--- src/rtl/main_regs_sequencer.sv ---
// Control FSM for the x1..x4 register bank: clear, load operands, step the datapath
// NUM_ITERS times, then pulse done. Outputs are state-decoded except the RUN-state en.
module main_regs_sequencer #(
  parameter int NUM_ITERS = 8,
  parameter int ITER_W    = 4
) (
  input  logic              clk,
  input  logic              rst,
  input  logic              start,
  input  logic              abort,
  input  logic              dp_valid,
  output logic              ready,
  output logic              busy,
  output logic              clr,
  output logic              en,
  output logic              sel_init,
  output logic [ITER_W-1:0] iter,
  output logic              done
);

  localparam logic [2:0] S_IDLE  = 3'd0;
  localparam logic [2:0] S_CLEAR = 3'd1;
  localparam logic [2:0] S_LOAD  = 3'd2;
  localparam logic [2:0] S_RUN   = 3'd3;
  localparam logic [2:0] S_DONE  = 3'd4;

  // One extra counter bit lets the count reach NUM_ITERS even when it equals 2**ITER_W.
  localparam int              CNT_W    = ITER_W + 1;
  localparam logic [CNT_W-1:0] LAST    = CNT_W'(NUM_ITERS - 1);
  localparam logic [CNT_W-1:0] ITER_MAX = {1'b0, {ITER_W{1'b1}}};

  logic [2:0]       state;
  logic [2:0]       state_next;
  logic [CNT_W-1:0] count;
  logic [CNT_W-1:0] count_next;
  logic             step;

  // An abort in RUN suppresses the step even when a result is on offer.
  assign step = (state == S_RUN) && dp_valid && !abort;

  always_comb begin
    state_next = S_IDLE;
    case (state)
      S_IDLE:  state_next = start ? S_CLEAR : S_IDLE;
      S_CLEAR: state_next = abort ? S_IDLE : S_LOAD;
      S_LOAD:  state_next = abort ? S_IDLE : S_RUN;
      S_RUN: begin
        if (abort)
          state_next = S_IDLE;
        else if (dp_valid && (count == LAST))
          state_next = S_DONE;
        else
          state_next = S_RUN;
      end
      S_DONE:  state_next = S_IDLE;
      default: state_next = S_IDLE;
    endcase
  end

  always_comb begin
    count_next = count;
    if ((state == S_CLEAR) && !abort)
      count_next = '0;
    else if (step)
      count_next = count + CNT_W'(1);
  end

  always_ff @(posedge clk or posedge rst) begin
    if (rst) begin
      state <= S_IDLE;
      count <= '0;
    end else begin
      state <= state_next;
      count <= count_next;
    end
  end

  assign ready    = (state == S_IDLE);
  assign busy     = (state == S_CLEAR) || (state == S_LOAD) || (state == S_RUN);
  assign clr      = (state == S_CLEAR);
  assign en       = (state == S_LOAD) || step;
  assign sel_init = (state == S_LOAD);
  assign done     = (state == S_DONE);
  assign iter     = (count > ITER_MAX) ? ITER_MAX[ITER_W-1:0] : count[ITER_W-1:0];

endmodule

--- config.mk ---
export PLATFORM = sky130hd
export DESIGN_NAME = main_regs_sequencer
export DESIGN_NICKNAME = d
export VERILOG_FILES = /design/src/rtl/main_regs_sequencer.sv
export SDC_FILE = /design/constraint.sdc
export NUM_CORES = 1
export LEC_CHECK = 0
export BUFFER_PORTS_ARGS = -buffer_cell sky130_fd_sc_hd__buf_4
export CORE_MARGIN = 4
export CORE_UTILIZATION = 25
export DETAILED_ROUTE_END_ITERATION = 6
export GPL_TIMING_DRIVEN = 0
export SLEW_MARGIN = 20
export SYNTH_ARGS = -nofsm -noshare
export SYNTH_HDL_FRONTEND = slang
export SYNTH_SLANG_ARGS = --single-unit
--- constraint.sdc ---
create_clock -name clk -period 1.4 [get_ports clk]
set_input_delay 0.21 -clock clk [delete_from_list [all_inputs] [get_ports clk]]
set_output_delay 0.21 -clock clk [all_outputs]
set_load 0.005 [all_outputs]
==> flow_summary.json <==
{
  "routed_wl_mm": 1.40,
  "grt_pass1_vias": 467,
  "syn_nets": 60,
  "preCtsSetupSlack_ns": -0.214,
  "slowest_stage": "dfrtp_1",
  "postPlaceCellArea_um2": 631,
  "synthCells": 53,
  "slowest_delay_ns": 0.39,
  "io_pins": 15,
  "drt_pass1_iterations": 4,
  "finalHoldViolCount": 0,
  "path_max_fanout": 4,
  "run_status": "complete, but fails checks",
  "synth_seq_cells": 8,
  "rsz0062_at_grt": "true",
  "port_buffers": 14,
  "final_cell_count_no_fill": 105,
  "syn_area_per_cell_um2": 9.21,
  "drc": 0,
  "drive_gt1_frac": 0.638,
  "cts_tree": "done",
  "clkSlewWorstSetupHoldPaths_ns": 0.06,
  "routedWlPerCell_um": 13.3,
  "clk_path_buf_depth": 2,
  "numCtsBuffers": 3,
  "grt_max_degree": 11,
  "power.internal_mw": 0.716,
  "cts-root-buf": "clkbuf_4",
  "endpoint_kind": "output port",
  "synth_compound_area_frac": 0.172,
  "power_frac_seq": 0.312,
  "die-area_mm2": 0.00272,
  "cts.htree.levels": 1,
  "crit_chain": "ha_2 -> and3_4 -> ha_4 -> nand2b_4 -> nand2b_1 -> buf_4",
  "dpl.cell_count": 92,
  "die_w_um": 52.2,
  "synthXorXnorAreaFrac": 0,
  "synth-adder-area-share": 0.0513,
  "final_cell_area_um2": 851,
  "cts_sinks": 8,
  "coreArea_mm2": 0.00178,
  "drtIter0Drc": 13,
  "powerDensity_mw_per_mm2": 1320,
  "antenna_left": 0,
  "combPwrFrac": 0.530,
  "p_leak_nw": 0.395,
  "netlist_area_um2": 488,
  "finalWorstSetupSlack_ns": -0.282,
  "gp_congestion": 0.778,
  "grt_pass1_wl_mm": 2.16,
  "clkPwrFrac": 0.159,
  "crit_arrival_ns": 1.47,
  "die_height_um": 52.2,
  "start_kind": "register",
  "ys.warnings.count": 0,
  "synthSimpleGateAreaFrac": 0.313,
  "switchingPower_mw": 0.402,
  "rows": 15,
  "tightest_slew_ns": 0.320,
  "grt_usage": 0.109,
  "worstSetupPathType": "reg2out",
  "insertedDiodeCount": 0,
  "cp.required_ns": 1.19,
  "fmax_ghz": 0.595,
  "grt-ovfl-total": 0,
  "avgViaCountPerCell": 4.78,
  "synth_cell_types": 26,
  "multi_input_area_um2": 374,
  "antenna_found_initial": 0,
  "switching_share": 0.360,
  "final_max_slew_viol_count": 0,
  "drv_cap": 0,
  "slew_headroom": 0.784,
  "period_share": 1.20,
  "synth_top_family_by_area": "simple AND/OR/NAND/NOR gates",
  "num_vias": 502,
  "finClkSkew_ns": 0.00850,
  "setup_violations": 9,
  "yosysSeqAreaShare": 0.410,
  "nets": 89,
  "clock_latency_ns": 0.25,
  "initial_core_util": 0.274,
  "fillers": 175,
  "finalWorstPathRequiredPeriod_ns": 1.68,
  "dpl.hpwl_um": 797,
  "area_delta_synth_final_pct": 74.4,
  "seq_area_um2": 203,
  "vdd_ir_drop_max_mv": 0.476,
  "min_path_type": "in2reg",
  "violations": "negative setup slack",
  "synth.area.mux_share": 0
}
routing by layer:
layer	share of wire	global-route usage	vias to the layer above
met5	0	0	-
met4	0.0064	0.0255	0
met3	0.028	0.0513	2
met2	0.54	0.184	7
met1	0.43	0.124	250
li1	-	-	243
timing repair:
action | 4_1_cts | 5_1_grt
resized for setup | 8 | 22
setup endpoints to repair | 17 | 16
hold buffers | 1 | 0
pin swaps | 3 | 9
setup buffers | 7 | 4
gates cloned | 0 | 0
endpoints found under the hold margin | 8 | 0
Yosys cell counts, drive strengths merged:
master	number	share of area
nor3	1	0.010
o311ai	1	0.018
nor3b	1	0.015
a21boi	1	0.015
a311oi	1	0.018
nand2	3	0.023
inv	3	0.023
or3b	1	0.018
ha	2	0.051
a21o	1	0.015
buf	1	0.023
o21bai	1	0.015
and2	1	0.013
dfrtp	8	0.41
a211o	1	0.018
clkbuf	1	0.0077
nor4bb	1	0.021
nor4b	1	0.018
o21ai	7	0.072
nand4	1	0.013
nor2b	2	0.026
nand2b	7	0.090
nor2	3	0.023
or2	1	0.018
and3	2	0.026
cell families after synthesis:
logic type / after synthesis
simple gates: 25
buf+inv: 5
compound gates: 13
flops: 8
fa+ha+maj: 2
final cells by class:
cell class / instances / share of cell area
flip-flops and latches: 8 / 0.238
well taps: 25 / 0.0368
inverters: 3 / 0.0132
clock buffers: 3 / 0.0265
multi-input cells: 40 / 0.440
repair buffers: 26 / 0.246
worst max-delay path, delay by kind of cell (launching register included):
| kind | cells | cell delay, ns |
|---|---|---|
| adder cells (fa/ha/maj) | 2 | 0.32 |
| flip-flops | 1 | 0.39 |
| AND/OR/NAND/NOR | 3 | 0.40 |
| buffers and inverters | 1 | 0.10 |
power by group through the flow:
stage	clock network [mW]	logic [mW]	registers, mW
floorplan	0	0.227	0.307
global placement	0	0.406	0.314
detailed placement	0	0.407	0.316
CTS	0.187	0.456	0.318
global route	0.210	0.634	0.356
finish	0.178	0.593	0.349
placed cells by master (no fill, tap or decap), types with 2 or more instances in the layout:
cell and count:
buf_4 22, clkbuf_4 3, inv_1 3, buf_6 3, dfrtp_2 2, nor2b_1 2
nand2b_1 5, dfrtp_1 6, o21ai_2 6, nand2b_4 2, nand2_1 3
sequential cells by signal (all words and copies together), names as in the netlist:
name   flops
count      5
state      3
final timing paths:
kind,slack [ns],start,end,cells past startpoint
min reg2reg,0.59,count[2]$_DFFE_PP0P_,count[2]$_DFFE_PP0P_,2
max,-0.28,count[0]$_DFFE_PP0P_,iter[3],6
min in group asynchronous,0.47,rst,count[0]$_DFFE_PP0P_,3
max reg2reg,-0.18,count[0]$_DFFE_PP0P_,state[1]$_DFF_PP0_,6
max in group asynchronous,0.65,rst,state[0]$_DFF_PP0_,3
min,0.17,start,state[0]$_DFF_PP0_,2
metrics by stage:
| step | utilization | total power, mW | hold slack (ns) | TNS, ns |
|---|---|---|---|---|
| 2_1_floorplan | - | 0.534 | 0.0257 | -0.0512 |
| 3_3_place_gp | 0.354 | 0.721 | 0.189 | -1.13 |
| 3_5_place_dp | 0.354 | 0.723 | 0.190 | -1.09 |
| 4_1_cts | 0.420 | 0.961 | 0.160 | -1.70 |
| 5_1_grt | 0.477 | 1.20 | 0.150 | -2.60 |
| 6_report | 0.477 | 1.12 | 0.170 | -1.90 |
Power figures use the tool's default switching activity.
